<file path="src/rtl/gbc_pak_bus_sequencer_if.sv">
// Request/response and GamePak pin bundle for the pak bus sequencer.
// The master side is the sequencer, which answers requests and drives the pak
// pins. The slave side is the requester and cartridge model. All pak strobes
// are active-high here.
interface gbc_pak_bus_sequencer_if;
    logic        ReqValid;
    logic        ReqReady;
    logic        ReqWrite;
    logic [15:0] ReqAddr;
    logic [7:0]  ReqData;
    logic        RspValid;
    logic [7:0]  RspData;
    logic        PakResetReq;
    logic        PakClk;
    logic        PakRead;
    logic        PakWrite;
    logic        PakCS;
    logic [15:0] PakAddress;
    logic [7:0]  PakDToPak;
    logic        PakDOE;
    logic [7:0]  PakDFromPak;
    logic        PakReset;

    modport master (
        input  ReqValid, ReqWrite, ReqAddr, ReqData, PakResetReq, PakDFromPak,
        output ReqReady, RspValid, RspData,
        output PakClk, PakRead, PakWrite, PakCS, PakAddress, PakDToPak, PakDOE, PakReset
    );

    modport slave (
        output ReqValid, ReqWrite, ReqAddr, ReqData, PakResetReq, PakDFromPak,
        input  ReqReady, RspValid, RspData,
        input  PakClk, PakRead, PakWrite, PakCS, PakAddress, PakDToPak, PakDOE, PakReset
    );
endinterface

</file>
<file path="src/rtl/gbc_pak_bus_sequencer.sv">
// GamePak bus sequencer. It turns single-byte requests into three-phase
// cartridge cycles: ADDR (PakClk high), STROBE (RD/WR), and RELEASE (hold).
// Each phase is PHASE_CLKS system clocks long. The block also holds the
// cartridge in reset after power-up and after a soft-reset request.
module gbc_pak_bus_sequencer #(
    parameter int PHASE_CLKS = 4,
    parameter int RESET_CLKS = 64
) (
    input  logic                     Clk,
    input  logic                     Reset_n,
    gbc_pak_bus_sequencer_if.master  bus
);
    localparam int MAXC = (PHASE_CLKS > RESET_CLKS) ? PHASE_CLKS : RESET_CLKS;
    localparam int CW   = $clog2(MAXC + 1);
    localparam logic [CW-1:0] PH_LOAD = CW'(PHASE_CLKS - 1);
    localparam logic [CW-1:0] RS_LOAD = CW'(RESET_CLKS - 1);
    localparam bit            RS_ONE  = (RESET_CLKS == 1);

    typedef enum logic [2:0] {
        S_RESET_HOLD,
        S_IDLE,
        S_ADDR,
        S_STROBE,
        S_RELEASE
    } state_t;

    state_t          state, state_nxt;
    logic [CW-1:0]   cnt, cnt_nxt;
    logic            wr_q, cs_q;
    logic [15:0]     addr_q;
    logic [7:0]      dout_q, rsp_q;
    logic            req_ready, accept, capture, rsp_valid;
    logic            phase_done, reset_done, in_txn;

    assign phase_done = (cnt == '0);
    // A counter value of 0 in RESET_HOLD means "just entered". This lets the
    // async-cleared counter and the soft-reset entry share one path. The
    // counter is reloaded to RESET_CLKS-1 on the first hold clock, and the
    // hold ends when the counter reaches 1.
    assign reset_done = RS_ONE || (cnt == CW'(1));

    // State register and phase/reset down-counter.
    always_ff @(posedge Clk or negedge Reset_n) begin
        if (!Reset_n) begin
            state <= S_RESET_HOLD;
            cnt   <= '0;
        end else begin
            state <= state_nxt;
            cnt   <= cnt_nxt;
        end
    end

    // Next-state, counter reload, and handshake decode.
    always_comb begin
        state_nxt = state;
        cnt_nxt   = cnt;
        req_ready = 1'b0;
        accept    = 1'b0;
        capture   = 1'b0;
        rsp_valid = 1'b0;
        case (state)
            S_RESET_HOLD: begin
                if (reset_done) begin
                    state_nxt = S_IDLE;
                    cnt_nxt   = '0;
                end else begin
                    cnt_nxt = (cnt == '0) ? RS_LOAD : cnt - CW'(1);
                end
            end
            S_IDLE: begin
                req_ready = !bus.PakResetReq;
                if (bus.PakResetReq) begin
                    state_nxt = S_RESET_HOLD;
                    cnt_nxt   = '0;
                end else if (bus.ReqValid) begin
                    accept    = 1'b1;
                    state_nxt = S_ADDR;
                    cnt_nxt   = PH_LOAD;
                end
            end
            S_ADDR: begin
                if (phase_done) begin
                    state_nxt = S_STROBE;
                    cnt_nxt   = PH_LOAD;
                end else begin
                    cnt_nxt = cnt - CW'(1);
                end
            end
            S_STROBE: begin
                capture = phase_done && !wr_q;
                if (phase_done) begin
                    state_nxt = S_RELEASE;
                    cnt_nxt   = PH_LOAD;
                end else begin
                    cnt_nxt = cnt - CW'(1);
                end
            end
            S_RELEASE: begin
                rsp_valid = (cnt == PH_LOAD);
                if (phase_done) begin
                    state_nxt = S_IDLE;
                end else begin
                    cnt_nxt = cnt - CW'(1);
                end
            end
            default: begin
                state_nxt = S_RESET_HOLD;
                cnt_nxt   = '0;
            end
        endcase
    end

    // Latch request fields at accept. Capture read data on the last STROBE clock.
    always_ff @(posedge Clk or negedge Reset_n) begin
        if (!Reset_n) begin
            wr_q   <= 1'b0;
            cs_q   <= 1'b0;
            addr_q <= '0;
            dout_q <= '0;
            rsp_q  <= '0;
        end else begin
            if (accept) begin
                wr_q   <= bus.ReqWrite;
                cs_q   <= (bus.ReqAddr[15:13] == 3'b101);
                addr_q <= bus.ReqAddr;
                if (bus.ReqWrite) dout_q <= bus.ReqData;
            end
            if (capture) rsp_q <= bus.PakDFromPak;
        end
    end

    // Pak strobes are decoded from state. An async reset therefore drops them immediately.
    assign in_txn         = (state == S_ADDR) || (state == S_STROBE);
    assign bus.PakClk     = (state == S_ADDR);
    assign bus.PakCS      = in_txn && cs_q;
    assign bus.PakRead    = in_txn && !wr_q;
    assign bus.PakWrite   = (state == S_STROBE) && wr_q;
    assign bus.PakDOE     = (in_txn || (state == S_RELEASE)) && wr_q;
    assign bus.PakReset   = (state == S_RESET_HOLD);
    assign bus.PakAddress = addr_q;
    assign bus.PakDToPak  = dout_q;
    assign bus.ReqReady   = req_ready;
    assign bus.RspValid   = rsp_valid;
    assign bus.RspData    = rsp_q;
endmodule

</file>
<file path="src/flat_wrapper.sv">
// flat-port wrapper written by rule: the top's interface ports become plain ports
module gbc_pak_bus_sequencer_flat 
#(
    parameter int PHASE_CLKS = 4,
    parameter int RESET_CLKS = 64
)
  (Clk, Reset_n, bus_ReqValid, bus_ReqWrite, bus_ReqAddr, bus_ReqData, bus_PakResetReq, bus_PakDFromPak, bus_ReqReady, bus_RspValid, bus_RspData, bus_PakClk, bus_PakRead, bus_PakWrite, bus_PakCS, bus_PakAddress, bus_PakDToPak, bus_PakDOE, bus_PakReset);
  gbc_pak_bus_sequencer_if bus_i ();
  input  logic Clk;
  input  logic Reset_n;
  input wire logic [$bits(bus_i.ReqValid)-1:0] bus_ReqValid;
  input wire logic [$bits(bus_i.ReqWrite)-1:0] bus_ReqWrite;
  input wire logic [$bits(bus_i.ReqAddr)-1:0] bus_ReqAddr;
  input wire logic [$bits(bus_i.ReqData)-1:0] bus_ReqData;
  input wire logic [$bits(bus_i.PakResetReq)-1:0] bus_PakResetReq;
  input wire logic [$bits(bus_i.PakDFromPak)-1:0] bus_PakDFromPak;
  output wire logic [$bits(bus_i.ReqReady)-1:0] bus_ReqReady;
  output wire logic [$bits(bus_i.RspValid)-1:0] bus_RspValid;
  output wire logic [$bits(bus_i.RspData)-1:0] bus_RspData;
  output wire logic [$bits(bus_i.PakClk)-1:0] bus_PakClk;
  output wire logic [$bits(bus_i.PakRead)-1:0] bus_PakRead;
  output wire logic [$bits(bus_i.PakWrite)-1:0] bus_PakWrite;
  output wire logic [$bits(bus_i.PakCS)-1:0] bus_PakCS;
  output wire logic [$bits(bus_i.PakAddress)-1:0] bus_PakAddress;
  output wire logic [$bits(bus_i.PakDToPak)-1:0] bus_PakDToPak;
  output wire logic [$bits(bus_i.PakDOE)-1:0] bus_PakDOE;
  output wire logic [$bits(bus_i.PakReset)-1:0] bus_PakReset;
  assign bus_i.ReqValid = bus_ReqValid;
  assign bus_i.ReqWrite = bus_ReqWrite;
  assign bus_i.ReqAddr = bus_ReqAddr;
  assign bus_i.ReqData = bus_ReqData;
  assign bus_i.PakResetReq = bus_PakResetReq;
  assign bus_i.PakDFromPak = bus_PakDFromPak;
  assign bus_ReqReady = bus_i.ReqReady;
  assign bus_RspValid = bus_i.RspValid;
  assign bus_RspData = bus_i.RspData;
  assign bus_PakClk = bus_i.PakClk;
  assign bus_PakRead = bus_i.PakRead;
  assign bus_PakWrite = bus_i.PakWrite;
  assign bus_PakCS = bus_i.PakCS;
  assign bus_PakAddress = bus_i.PakAddress;
  assign bus_PakDToPak = bus_i.PakDToPak;
  assign bus_PakDOE = bus_i.PakDOE;
  assign bus_PakReset = bus_i.PakReset;
  gbc_pak_bus_sequencer #(.PHASE_CLKS(PHASE_CLKS), .RESET_CLKS(RESET_CLKS)) u_core (.Clk(Clk), .Reset_n(Reset_n), .bus(bus_i));
endmodule
</file>
<file path="config.mk">
export PLATFORM = sky130hd
export DESIGN_NAME = gbc_pak_bus_sequencer_flat
export DESIGN_NICKNAME = d
export VERILOG_FILES = /design/src/rtl/gbc_pak_bus_sequencer_if.sv /design/src/rtl/gbc_pak_bus_sequencer.sv /design/src/flat_wrapper.sv
export SDC_FILE = /design/constraint.sdc
export NUM_CORES = 1
export LEC_CHECK = 0
export ABC_CLOCK_PERIOD_IN_PS = 2350
export CAP_MARGIN = 10
export CORE_MARGIN = 2
export CORE_UTILIZATION = 26
export CTS_BUF_LIST = sky130_fd_sc_hd__clkbuf_2 sky130_fd_sc_hd__clkbuf_4 sky130_fd_sc_hd__clkbuf_8
export CTS_CLUSTER_SIZE = 16
export DETAILED_ROUTE_END_ITERATION = 10
export GPL_TIMING_DRIVEN = 1
export SLEW_MARGIN = 20
export SYNTH_ARGS = -nofsm -noshare
export SYNTH_HDL_FRONTEND = slang
export SYNTH_SLANG_ARGS = --single-unit
export TNS_END_PERCENT = 10
</file>
<file path="constraint.sdc">
create_clock -name Clk -period 2.35 [get_ports Clk]
set_input_delay 0.47 -clock Clk [delete_from_list [all_inputs] [get_ports Clk]]
set_output_delay 0.47 -clock Clk [all_outputs]
set_load 0.1 [all_outputs]
</file>
Word level (Yosys, flattened, before mapping)
Index checks and enable logic that the tools add are counted.

Register bits after elaboration: 44. Input port bits: 37. Output and inout bits: 40. Logic and storage cells: 56.

Add/sub/neg operators: 1. Eq/ne operators: 13. Multiplexer cells: 20. Reduce and logical (&&, ||, !) cells: 15.

Operators with widths (number): $mux W7 (6); $pmux W7 S4 (1); $mux W3 (6); $pmux W3 S5 (1); $ne A2 B1 Y1 const B (4); $eq A7 B1 Y1 const B (1); $eq A7 B2 Y1 const B (1); $logic_not A7 Y1 (1); $sub A7 B1 Y7 const B (1); $eq A3 B2 Y1 const B (2); $eq A3 B3 Y1 const B (2); $mux W1 (6); $logic_and A1 B1 Y1 (5); $reduce_and A5 Y1 (1); $reduce_and A2 Y1 (2); $eq A3 B1 Y1 const B (1); $logic_not A3 Y1 (1); $ne A3 B3 Y1 const B (1); $logic_not A1 Y1 (2); $logic_or A1 B1 Y1 (2); $ne A2 B2 Y1 const B (1); $reduce_or A2 Y1 (1).

Longest topological paths before layout
Word-level depth: 4. Depth in mapped cells: 7. Depth with buffers taken out: 7.

Worst setup path before layout
Ideal clock, no wire load.

Path kind: reg-to-output. Start point: register u_core.state[1]. End point: output port bus_PakDOE. Data arrival time: 3.083 ns. Required time: 1.880 ns. Setup slack: -1.203 ns. Stages on the path, launching flop included: 5. Path buffers: 1. Cell sequence: dfrtp_1 clkbuf_1 nor2_1 nand2_1 a21boi_0.

Word-level cells in the longest chain between the ends: 4. Elaborated cells between the ends (all ways): 6. Those cells by class: eq/ne (3); reduce/logical (3).

RTL lines: start: declaration (line gbc_pak_bus_sequencer.sv:27) `state_t state, state_nxt;`; start signal: assignment (line gbc_pak_bus_sequencer.sv:48) `state <= state_nxt;`; $eq A3 B2 Y1 (line gbc_pak_bus_sequencer.sv:133) `assign in_txn = (state == S_ADDR) || (state == S_STROBE);`; $logic_or A1 B1 Y1 (line gbc_pak_bus_sequencer.sv:133); $logic_or A1 B1 Y1 * (line gbc_pak_bus_sequencer.sv:138) `assign bus.PakDOE = (in_txn || (state == S_RELEASE)) && wr_q;`; $logic_and A1 B1 Y1 * (line gbc_pak_bus_sequencer.sv:138); end: declaration (line flat_wrapper.sv:26) `output wire logic [$bits(bus_i.PakDOE)-1:0] bus_PakDOE;`.

Mark *: on every way between the ends. The rest lies on a longest branch, timed or not.

Final worst setup path
Start point: register u_core.state[1]. End point: output port bus_ReqReady.

Word-level cells in the longest chain between the ends: 2.

RTL lines: $eq A3 B1 Y1 (line gbc_pak_bus_sequencer.sv:61) `case (state)`; $mux W1 (line gbc_pak_bus_sequencer.sv:61); end: declaration (line flat_wrapper.sv:17) `output wire logic [$bits(bus_i.ReqReady)-1:0] bus_ReqReady;`.

No other way between the ends.

==> metrics.csv <==
stage,metric,value,unit
outcome,outcome,"complete, no violations",
min_path,hold crit path type,in -> async,
worst_setup_path,startpoint types,register,
sta,fin. max-slew vios,0,
clock_tree,CTS tree,yes,
placed_design,placed cells,363,
sta,setup violators final,0,
grt,Tot GR Track Use,11.4,%
floorplan,row count,33,
detailed_routing,DRT antenna net count,0,
floorplan,I/O pin count,77,
floorplan,Initial Util,26.5,%
clock_tree,Post-CTS Setup Bufs,0,
worst_setup_path,Setup crit end,bus_ReqReady,
clock_tree,H-tree Lvls,2,
worst_setup_path,Critical Path End Type,primary output,
clock_tree,Root Buffer Master,clkbuf_8,
detailed_routing,via count,1678,
sta,Worst-Margin Slew,440,ps
worst_setup_path,crit path max fanout,11,
layout,area occupied by registers,0.00110,mm²
clock_tree,clock sinks,44,
layout,Final #Nets,306,
floorplan,Die Area,0.00899,mm²
flow_run,maximum capacitance violations,0,
sta,Setup Total Neg Slack,0,ps
floorplan,die width,94.8,µm
worst_setup_path,critical path startpoint,u_core.state[1],
grt,first-pass GRT wire length,8.05,mm
sta,fmax,452,MHz
worst_setup_path,Reg-to-Reg Start,u_core.cnt[0],
detailed_routing,post-route DRC violation count,0,
sta,Hold WS,115,ps
sta,setup skew after layout,5.93,ps
worst_setup_path,R2R cell count,5,
layout,n_diodes,0,
detailed_routing,metal2 WL,2.34,mm
synth,Post-Syn Area,0.00214,mm²
layout,Finished Layout Cells,370,
worst_setup_path,R2R Path End,u_core.bus.RspData[2],
sta,RSZ-0062 raised after global routing,no,
clock_tree,post-CTS sizing,0,
worst_setup_path,Reg2Reg Setup Slack,420,ps
detailed_routing,met1 wire length,2.14,mm
sta,Max-slew headroom,70.3,%
placed_design,hpwl dp,3.70,mm
clock_tree,total CTS buffers,5,
layout,layout cells sized above 1,37.0,%
placed_design,Final Wtd Congestion,0.779,
grt,"Remaining Overflow, GRT",0,
placed_design,placed cell areas,0.00307,mm²
synth,#FFs+latches synth,44,
grt,largest net degree at the start of global routing,27,
floorplan,core area,0.00809,mm²
grt,initial antenna violation count,0,
worst_setup_path,worst endpoint required time,1880,ps
layout,area delta synth->final,47.2,%
synth,mean area per synthesized cell,11.8,µm²
synth,syn_nets,223,
grt,vias in the first global route,1703,
synth,Cells after Synth,182,
detailed_routing,final wirelength,4.86,mm
sta,crit share post-route,94.2,%
detailed_routing,Iter 0 DRT Violations,21,
clock_tree,clk_lat worst skew,290,ps
synth,Post-synth ARST share,100,%
synth,ys flop type,dfrtp_1,
layout,area occupied by multi-input gates,981,µm²
detailed_routing,drt first pass iters,4,
sta,Fin. Hold Viols,0,
placed_design,number of buffers added on ports,76,
synth,post-synthesis sequential area ratio,51.4,%
clock_tree,Worst-path clk slew,80,ps
layout,filler instances,829,
worst_setup_path,Critical Path AT,1740,ps
worst_setup_path,CP Class,reg -> out,
synth,Post-synth EDFFs,0,
synth,Unique masters post-synth,43,
layout,fin area,0.00315,mm²
sta,Tmin final,2210,ps
clock_tree,Max Root-Sink Buffers,2,
floorplan,Chip Height,94.8,µm
detailed_routing,routed vias/inst,4.54,
synth,yosys warns,0,
detailed_routing,top layer in use,met4,
detailed_routing,Avg WL per Cell,13.1,µm
detailed_routing,metal3 WL,295,µm
clock_tree,cts hold-fix bufs,0,
[critical path, stage by stage, from the launching register on]
cell and delay, ps:
dfrtp_1 510, or4b_4 630, inv_6 120, buf_12 180
[layout make-up]
cell class | instances | share of cell area (%)
Clock inverter | 2 | 0.397
Tap cell | 105 | 4.17
Sequential cell | 44 | 34.9
Multi-Input combinational cell | 123 | 31.1
Inverter | 7 | 0.992
Timing Repair Buffer | 84 | 26.3
Clock buffer | 5 | 2.18
[worst min path at each step]
stage / from / to / slack, ps / cells past startpoint
floorplan: Reset_n / u_core.bus.PakAddress[0] / 170 / 0
global placement: Reset_n / u_core.cnt[1] / 450 / 1
detailed placement: Reset_n / u_core.cnt[1] / 450 / 1
CTS: Reset_n / u_core.cnt[1] / 120 / 1
global route: Reset_n / u_core.cnt[0] / 140 / 1
finish: Reset_n / u_core.cnt[1] / 110 / 1
[layout by cell type, fill, tap and decap left out, types with 7 or more instances in the layout]
cell | Yosys | layout
clkdlybuf4s50_1 | 0 | 35
o21ai_0 | 10 | 10
buf_4 | 1 | 39
mux2_2 | 26 | 26
a21oi_1 | 7 | 7
nor2_1 | 11 | 10
nand2_1 | 11 | 11
dfrtp_1 | 44 | 44
buf_12 | 0 | 9
mux2_4 | 7 | 7
[Yosys cell counts, types with 2 or more instances]
library cell   n  share of area [%]
dfrtp_1       44                 51
mux2_2        26                 14
nand2_1       11                1.9
nor2_1        11                1.9
o21ai_0       10                2.3
a21oi_1        7                1.6
mux2_4         7                4.9
clkbuf_1       6                1.1
inv_1          6                1.1
nand2b_1       5                1.5
nor3_1         5                1.2
ha_1           4                2.3
a31oi_1        3               0.88
nand3_1        3               0.70
a2bb2oi_1      2               0.82
nand3_2        2               0.93
nor2b_1        2               0.58
o22ai_1        2               0.58
o31ai_1        2               0.70
[cell families (layout without fill, tap and decap cells)]
family | after synthesis | count (layout) | synth area share, %
buffers and inverters | 15 | 98 | 3.39
flip-flops | 44 | 44 | 51.4
multiplexers | 34 | 34 | 19.0
adder cells (fa/ha/maj) | 4 | 4 | 2.34
AND/OR/NAND/NOR | 51 | 51 | 14.0
XOR/XNOR | 1 | 1 | 0.409
AO/OA/AOI/OAI | 33 | 33 | 9.46
[stage by stage]
stage | setup slack [ps] | util (%)
2_1_floorplan | -163 | -
3_3_place_gp | 126 | 38.0
3_5_place_dp | 115 | 38.0
4_1_cts | 121 | 39.0
5_1_grt | 72.0 | 39.0
6_report | 137 | 39.0
[state kept, by name (all words and copies together) (netlist names)]
signal and flops:
u_core.cs_q 1, u_core.cnt 7, u_core.bus.PakAddress 16, u_core.bus.PakDToPak 8, u_core.wr_q 1, u_core.bus.RspData 8, u_core.state 3
[routing by layer]
metal / vias to the layer above / GRT usage (%)
li1: 813 / -
met3: 8 / 3.75
met4: 0 / 3.38
met5: - / 0
met1: 808 / 14.4
met2: 49 / 18.5
Power is left out: the tool's default activity adds up to more than one toggle a clock period on the data nets, which glitch-free logic cannot reach.
